==> src/rtl/lsu_mem_ctrl.sv <==
// MEM-stage load/store sequencer: runs the data-memory handshake,
// stalls the pipeline, and hands load results to the extension block.
module lsu_mem_ctrl (
  input  logic        clk,
  input  logic        rst,
  input  logic        req_valid,
  input  logic        req_write,
  input  logic [1:0]  req_size,
  input  logic        req_sign,
  input  logic [31:0] req_addr,
  input  logic [31:0] req_wdata,
  input  logic [4:0]  req_rd,
  output logic        stall,
  output logic        misalign,
  output logic        mem_req,
  input  logic        mem_gnt,
  output logic [3:0]  mem_we,
  output logic [31:0] mem_addr,
  output logic [31:0] mem_wdata,
  input  logic        mem_rvalid,
  input  logic [31:0] mem_rdata,
  output logic        wb_valid,
  output logic [2:0]  wb_Regwrite,
  output logic        wb_Regsign,
  output logic [1:0]  wb_addr_10,
  output logic [31:0] wb_data,
  output logic [4:0]  wb_reg
);

  typedef enum logic [1:0] {
    S_IDLE,
    S_REQ,
    S_WAIT,
    S_DONE
  } state_t;

  state_t state, state_n;

  logic        l_write;
  logic [1:0]  l_size;
  logic        l_sign;
  logic [31:0] l_addr;
  logic [31:0] l_wdata;
  logic [4:0]  l_rd;

  logic        bad;
  logic        accept;
  logic [3:0]  we_raw;
  logic [31:0] wd_raw;
  logic [2:0]  rw_code;

  always_comb begin
    bad = 1'b0;
    unique case (req_size)
      2'b00:   bad = 1'b0;
      2'b01:   bad = req_addr[0];
      2'b10:   bad = |req_addr[1:0];
      default: bad = 1'b1;
    endcase
  end

  assign accept = (state == S_IDLE) && req_valid && !bad;

  always_comb begin
    state_n = state;
    unique case (state)
      S_IDLE: if (accept) state_n = S_REQ;
      S_REQ: begin
        if (mem_gnt)
          state_n = l_write ? S_DONE : S_WAIT;
      end
      S_WAIT: if (mem_rvalid) state_n = S_DONE;
      default: state_n = S_IDLE;
    endcase
  end

  always_ff @(posedge clk) begin
    if (rst) begin
      state    <= S_IDLE;
      misalign <= 1'b0;
      l_write  <= 1'b0;
      l_size   <= 2'b00;
      l_sign   <= 1'b0;
      l_addr   <= '0;
      l_wdata  <= '0;
      l_rd     <= '0;
      wb_data  <= '0;
    end else begin
      state    <= state_n;
      misalign <= (state == S_IDLE) && req_valid && bad;
      if (accept) begin
        l_write <= req_write;
        l_size  <= req_size;
        l_sign  <= req_sign;
        l_addr  <= req_addr;
        l_wdata <= req_wdata;
        l_rd    <= req_rd;
      end
      if (state == S_WAIT && mem_rvalid)
        wb_data <= mem_rdata;
    end
  end

  // Store lane steering from the latched request.
  always_comb begin
    we_raw = 4'b1111;
    wd_raw = l_wdata;
    unique case (1'b1)
      (l_size == 2'b00): begin
        we_raw = 4'b0001 << l_addr[1:0];
        wd_raw = {4{l_wdata[7:0]}};
      end
      (l_size == 2'b01): begin
        we_raw = 4'b0011 << l_addr[1:0];
        wd_raw = {2{l_wdata[15:0]}};
      end
      default: begin
        we_raw = 4'b1111;
        wd_raw = l_wdata;
      end
    endcase
  end

  always_comb begin
    rw_code = 3'b000;
    unique case (l_size)
      2'b00:   rw_code = 3'b001;
      2'b01:   rw_code = 3'b011;
      2'b10:   rw_code = 3'b111;
      default: rw_code = 3'b000;
    endcase
  end

  assign stall = !rst &&
    (accept || state == S_REQ || state == S_WAIT);

  assign mem_req   = (state == S_REQ);
  assign mem_addr  = {l_addr[31:2], 2'b00};
  assign mem_we    = (mem_req && l_write) ? we_raw : 4'b0000;
  assign mem_wdata = wd_raw;

  assign wb_valid    = (state == S_DONE) && !l_write;
  assign wb_Regwrite = wb_valid ? rw_code : 3'b000;
  assign wb_Regsign  = l_sign;
  assign wb_addr_10  = l_addr[1:0];
  assign wb_reg      = l_rd;

endmodule

==> config.mk <==
export PLATFORM = sky130hd
export DESIGN_NAME = lsu_mem_ctrl
export DESIGN_NICKNAME = d
export VERILOG_FILES = /design/src/rtl/lsu_mem_ctrl.sv
export SDC_FILE = /design/constraint.sdc
export NUM_CORES = 1
export LEC_CHECK = 0
export ABC_AREA = 1
export BUFFER_PORTS_ARGS = -buffer_cell sky130_fd_sc_hd__buf_2
export CORE_AREA = 2 2 97 99
export CTS_BUF_LIST = sky130_fd_sc_hd__clkbuf_4
export DETAILED_ROUTE_END_ITERATION = 7
export DIE_AREA = 0 0 99 101
export PLACE_DENSITY = 0.86
export SKIP_LAST_GASP = 1
export SLEW_MARGIN = 10
export SYNTH_ARGS = -nofsm -noshare
export SYNTH_HDL_FRONTEND = slang
export SYNTH_SLANG_ARGS = --single-unit
==> constraint.sdc <==
create_clock -name clk -period 4 [get_ports clk]
set_input_delay 0.2 -clock clk [delete_from_list [all_inputs] [get_ports clk]]
set_output_delay 0.2 -clock clk [all_outputs]
set_load 0.005 [all_outputs]
After elaboration in Yosys (flattened, before gate mapping)
Index checks and enable logic that the tools add are counted.
Widths: inputs -> output; s select.
Word-level totals
  flip-flop bits (word level): 108
  output and inout port bits: 115
  word-level logic and storage cells: 49
Cells by class
  reduce and logical (&&, ||, !) cells: 17
  muxes and demuxes: 11
  equal/unequal tests: 10
  shift operators: 2
Operators with widths (number)
  $pmux 32 s2: 1
  $pmux 3 s3: 1
  $eq 2x2->1 const B: 4
  $pmux 4 s2: 1
  $logic_and 1x1->1: 7
  $eq 2x1->1 const B: 3
  $logic_not 2->1: 3
  $mux 2: 3
  $pmux 2 s3: 1
  $mux 4: 1
  $ne 2x2->1 const B: 2
  $shl 1x2->4 const A: 1
  $shl 2x2->4 const A: 1
  $logic_not 1->1: 3
  $mux 3: 1
  $pmux 1 s3: 1
  $reduce_and 3->1: 1
  $logic_or 1x1->1: 2
  $ne 2x1->1 const B: 1
  $reduce_or 2->1: 1
  $mux 1: 1

Depth between registers and ports, before layout
  word-level depth: 7
  gate-level depth with buffers: 11
  mapped depth without buffers: 10

Least setup slack after synthesis
No wires, ideal clock.
  path kind: register to output
  start point: register l_size[0]
  end point: output mem_wdata[24]
  arrival time: 1.287 ns
  cell stages (with the launch flop): 8
  buffers on the path: 2
  required time: 3.800 ns
  setup slack: 2.513 ns
  cells stage by stage: dfxtp_1 > inv_1 > ha_1 > buf_2 > nor2_2 > buf_2 > nand2_1 > nand2_1
On the way
  longest elaborated chain between the ends: 2
  elaborated cells between the ends (all ways): 3
  classes of those cells: eq/ne: 1; mux: 1; reduce/logical: 1
RTL lines
  start, declared: line 40  | logic [1:0] l_size;
  start signal, assigned: line 93  | l_size <= req_size;
  $eq 2x1->1 / $logic_not 2->1 (equally long branches): line 113, 109
  $pmux 32 s2 *: line 108  | unique case (1'b1)
  end, declared: line 19  | output logic [31:0] mem_wdata,
Mark *: on every way between the ends. The rest lies on a longest branch, timed or not.

Worst setup path after layout
  start point: register l_size[0]
  end point: output mem_we[3]
On the way
  longest elaborated chain between the ends: 3
  elaborated cells between the ends (all ways): 4
  classes of those cells: eq/ne: 1; mux: 2; reduce/logical: 1
RTL lines
  $eq 2x1->1 / $logic_not 2->1 (equally long branches): line 113, 109
  $pmux 4 s2 *: line 108
  $mux 4 *: line 139  | assign mem_we = (mem_req && l_write) ? we_raw : 4'b0000;
  end, declared: line 17  | output logic [3:0] mem_we,
Marked as above.

==> metrics.txt <==
outcome=complete, no violations; initial antenna violation count=0; first-pass GRT wire length=21940 µm; total grt overflow=0; DP HPWL=8085 µm; CP Buf/Inv Count=3; Iteration-0 DRC Markers=202; Startpoint Class=flip-flop; Top Ports=225; cell taking the most area after synthesis=dfxtp_1; Inst Count DP=883; Die W=99 µm; Max-Slew Margin vs Limit=25.69%; RePlAce Congestion=0.8059; final count of hold timing violations=0; ANT cells=0; reg2reg start=state[0]$_SDFFE_PP0P_; Power Dens Cells=484.2 mW/mm²; Min-Delay Endpoint=l_write$_SDFFE_PP0P_; I/O Buffers=222; DRT antenna net count=0; DIE AREA=0.009999 mm²; Post-synth top flop=dfxtp_1; Final nets=975; Chip Height=101 µm; setup ws final=1.298 ns; max cap viols=0; clock-pin slew on the worst setup and hold paths=0.17 ns; all-layer global routing usage=27.22%; top cell type's share of synthesized area=48.62%; critical path required time=3.80 ns; Yosys cell types=23; Syn. warnings=0; Slew Viols, Final=0; LEAKAGE=3.096 nW; Root Buffer=clkbuf_4; Post-Syn Instances=593; final setup fails=0; number of global-route vias before repair=4695; CTS tree=done; top post-synthesis cells by count=nor2_1, o21ai_0, dfxtp_1; register area share after synthesis=48.62%; number of enable flip-flop cells after synthesis=0; f_max=0.3700 GHz; Syn Area/Cell=7.499 µm²; fin cells=972; number of remaining DRC errors=0; Seq cells post-synth=108; Post-Syn Area=0.004447 mm²; RSZ-0062 raised after global routing=no; top cells by area, synth=dfxtp_1, nor2_1, o21ai_0; CP arrival=2.50 ns; count leader, synth=nor2_1; Post-CTS Setup Inserts=0; CTS Buf Count=9; via density per instance=4.977; FP Rows=35; Initial Utilization=49.53%; Sink Count=108; FF-to-FF setup slack=1.38 ns; fin crit period=2.702 ns; asr flop ratio synth=0%; Tightest Pin Transition=1.115 ns; Syn-to-layout area delta=41.45%; Max rail drop VDD=0.3192 mV; Reg2Reg Capture Point=wb_data[4]$_SDFFE_PP0P_; H-tree lvl count=3; Worst path slowest cell=nor2_2; Critical Path Most Common Cell=inv_1; worst min-delay path category=input pin to flip-flop; top cell family by delay on the critical path=simple AND/OR/NAND/NOR gates; core footprint=0.008977 mm²; pre-CTS WS=1.560 ns; Worst path max stage delay=0.79 ns; setup_tns=0 ns; Setup crit end kind=output pin; r2r worst-path depth=6; Largest regs=l_addr: 32 flops, l_wdata: 32 flops, wb_data: 32 flops; critical setup path kind=flip-flop to output pin; final wirelength=14000 µm; vias=4838; largest fanout on the critical path=27; hold depth=3; pin count of the biggest net entering global routing=93; later-pin clock latency in the skew report=0.43 ns; CTS max path bufs=2; period utilization=67.56%; worst-path cell chain=inv_1 -> ha_1 -> nor2_2 -> inv_1 -> a21oi_1 -> buf_2; detailed-route wire length per cell=14.40 µm; layout cell share with drive strength beyond 1=28.46%; clk_skew=0.009887 ns; hold path start=req_write; Pre-antenna DRT Iters=5
[layer usage]
layer	up-vias	wire [µm]	global-route usage (%)
met5	-	0	0
met4	0	400	12.01
met3	40	1129	7.282
met2	218	7059	49.22
met1	2184	5410	29.89
li1	2396	-	-
[power by group]
part	internal [mW]	switching (mW)
sequential	1.27	0.100
clock	0.268	0.376
combinational	0.431	0.605
total	1.96	1.08
[final cells by class]
type                    instances  area [µm²]
multi-input cells             394        1785
flip-flops and latches        108        2162
clock buffers                   9       67.56
repair buffers                297        1857
clock inverters                 7       106.4
well taps                     111       138.9
inverters                      46       172.7
fillers                       702        2688
[per-stage QoR]
stage / total power, mW / cell area [µm²] / hold WS, ns / util, %
global route: 3.260 / 6290 / 0.003361 / 70.06
detailed placement: 2.332 / 5385 / 0.4364 / 59.99
finish: 3.045 / 6290 / 0.01605 / 70.06
floorplan: 2.028 / 4451 / 0.2790 / -
global placement: 2.301 / 5385 / 0.4263 / 59.99
CTS: 3.026 / 6290 / 0.0005959 / 70.06
[tightest hold or removal path, cell delays in order]
cell	delay [ns]
buf_2	0.08
o21ai_0	0.07
nor2_1	0.08
[cells in the final DEF (no fill, tap or decap), types with 3 or more instances in the layout]
cell type,n
a21oi_1,23
o22ai_1,9
inv_1,44
nand2_1,36
dlygate4sd3_1,73
buf_2,222
ha_1,9
clkbuf_4,9
o21ai_0,115
o21ai_1,8
nor2_1,185
inv_8,3
dfxtp_1,108
[cells by family (layout without fill, tap and decap cells)]
family                     count (synthesis)  after routing  synth area share, %
and+or+nand+nor                          226            226                19.44
AOI/OAI and AO/OA                        157            157                18.01
DFF                                      108            108                48.62
buffers and inverters                     92            359                11.31
adders and majority gates                  9              9                2.532
other                                      1              2              0.08433
[repair_timing]
| action | 4_1_cts | 5_1_grt |
|---|---|---|
| endpoints found under the hold margin | 72 | 0 |
| endpoints found under the setup margin | 0 | 0 |
| gates resized for setup | 0 | 0 |
| hold buffers | 73 | 0 |
[how the worst max path moves through the flow]
stage          cells after the start  slack [ns]              startpoint                 endpoint
2_1_floorplan                      7        2.51  l_size[0]$_SDFFE_PP0P_            mem_wdata[24]
3_3_place_gp                       6        1.62   state[0]$_SDFFE_PP0P_  wb_data[1]$_SDFFE_PP0P_
3_5_place_dp                       6        1.56   state[0]$_SDFFE_PP0P_  wb_data[6]$_SDFFE_PP0P_
4_1_cts                            6        1.29  l_size[0]$_SDFFE_PP0P_                mem_we[3]
5_1_grt                            6        1.04  l_size[0]$_SDFFE_PP0P_                mem_we[1]
6_report                           6        1.30  l_size[0]$_SDFFE_PP0P_                mem_we[3]
Note: power is estimated with default switching activity, not from simulation.
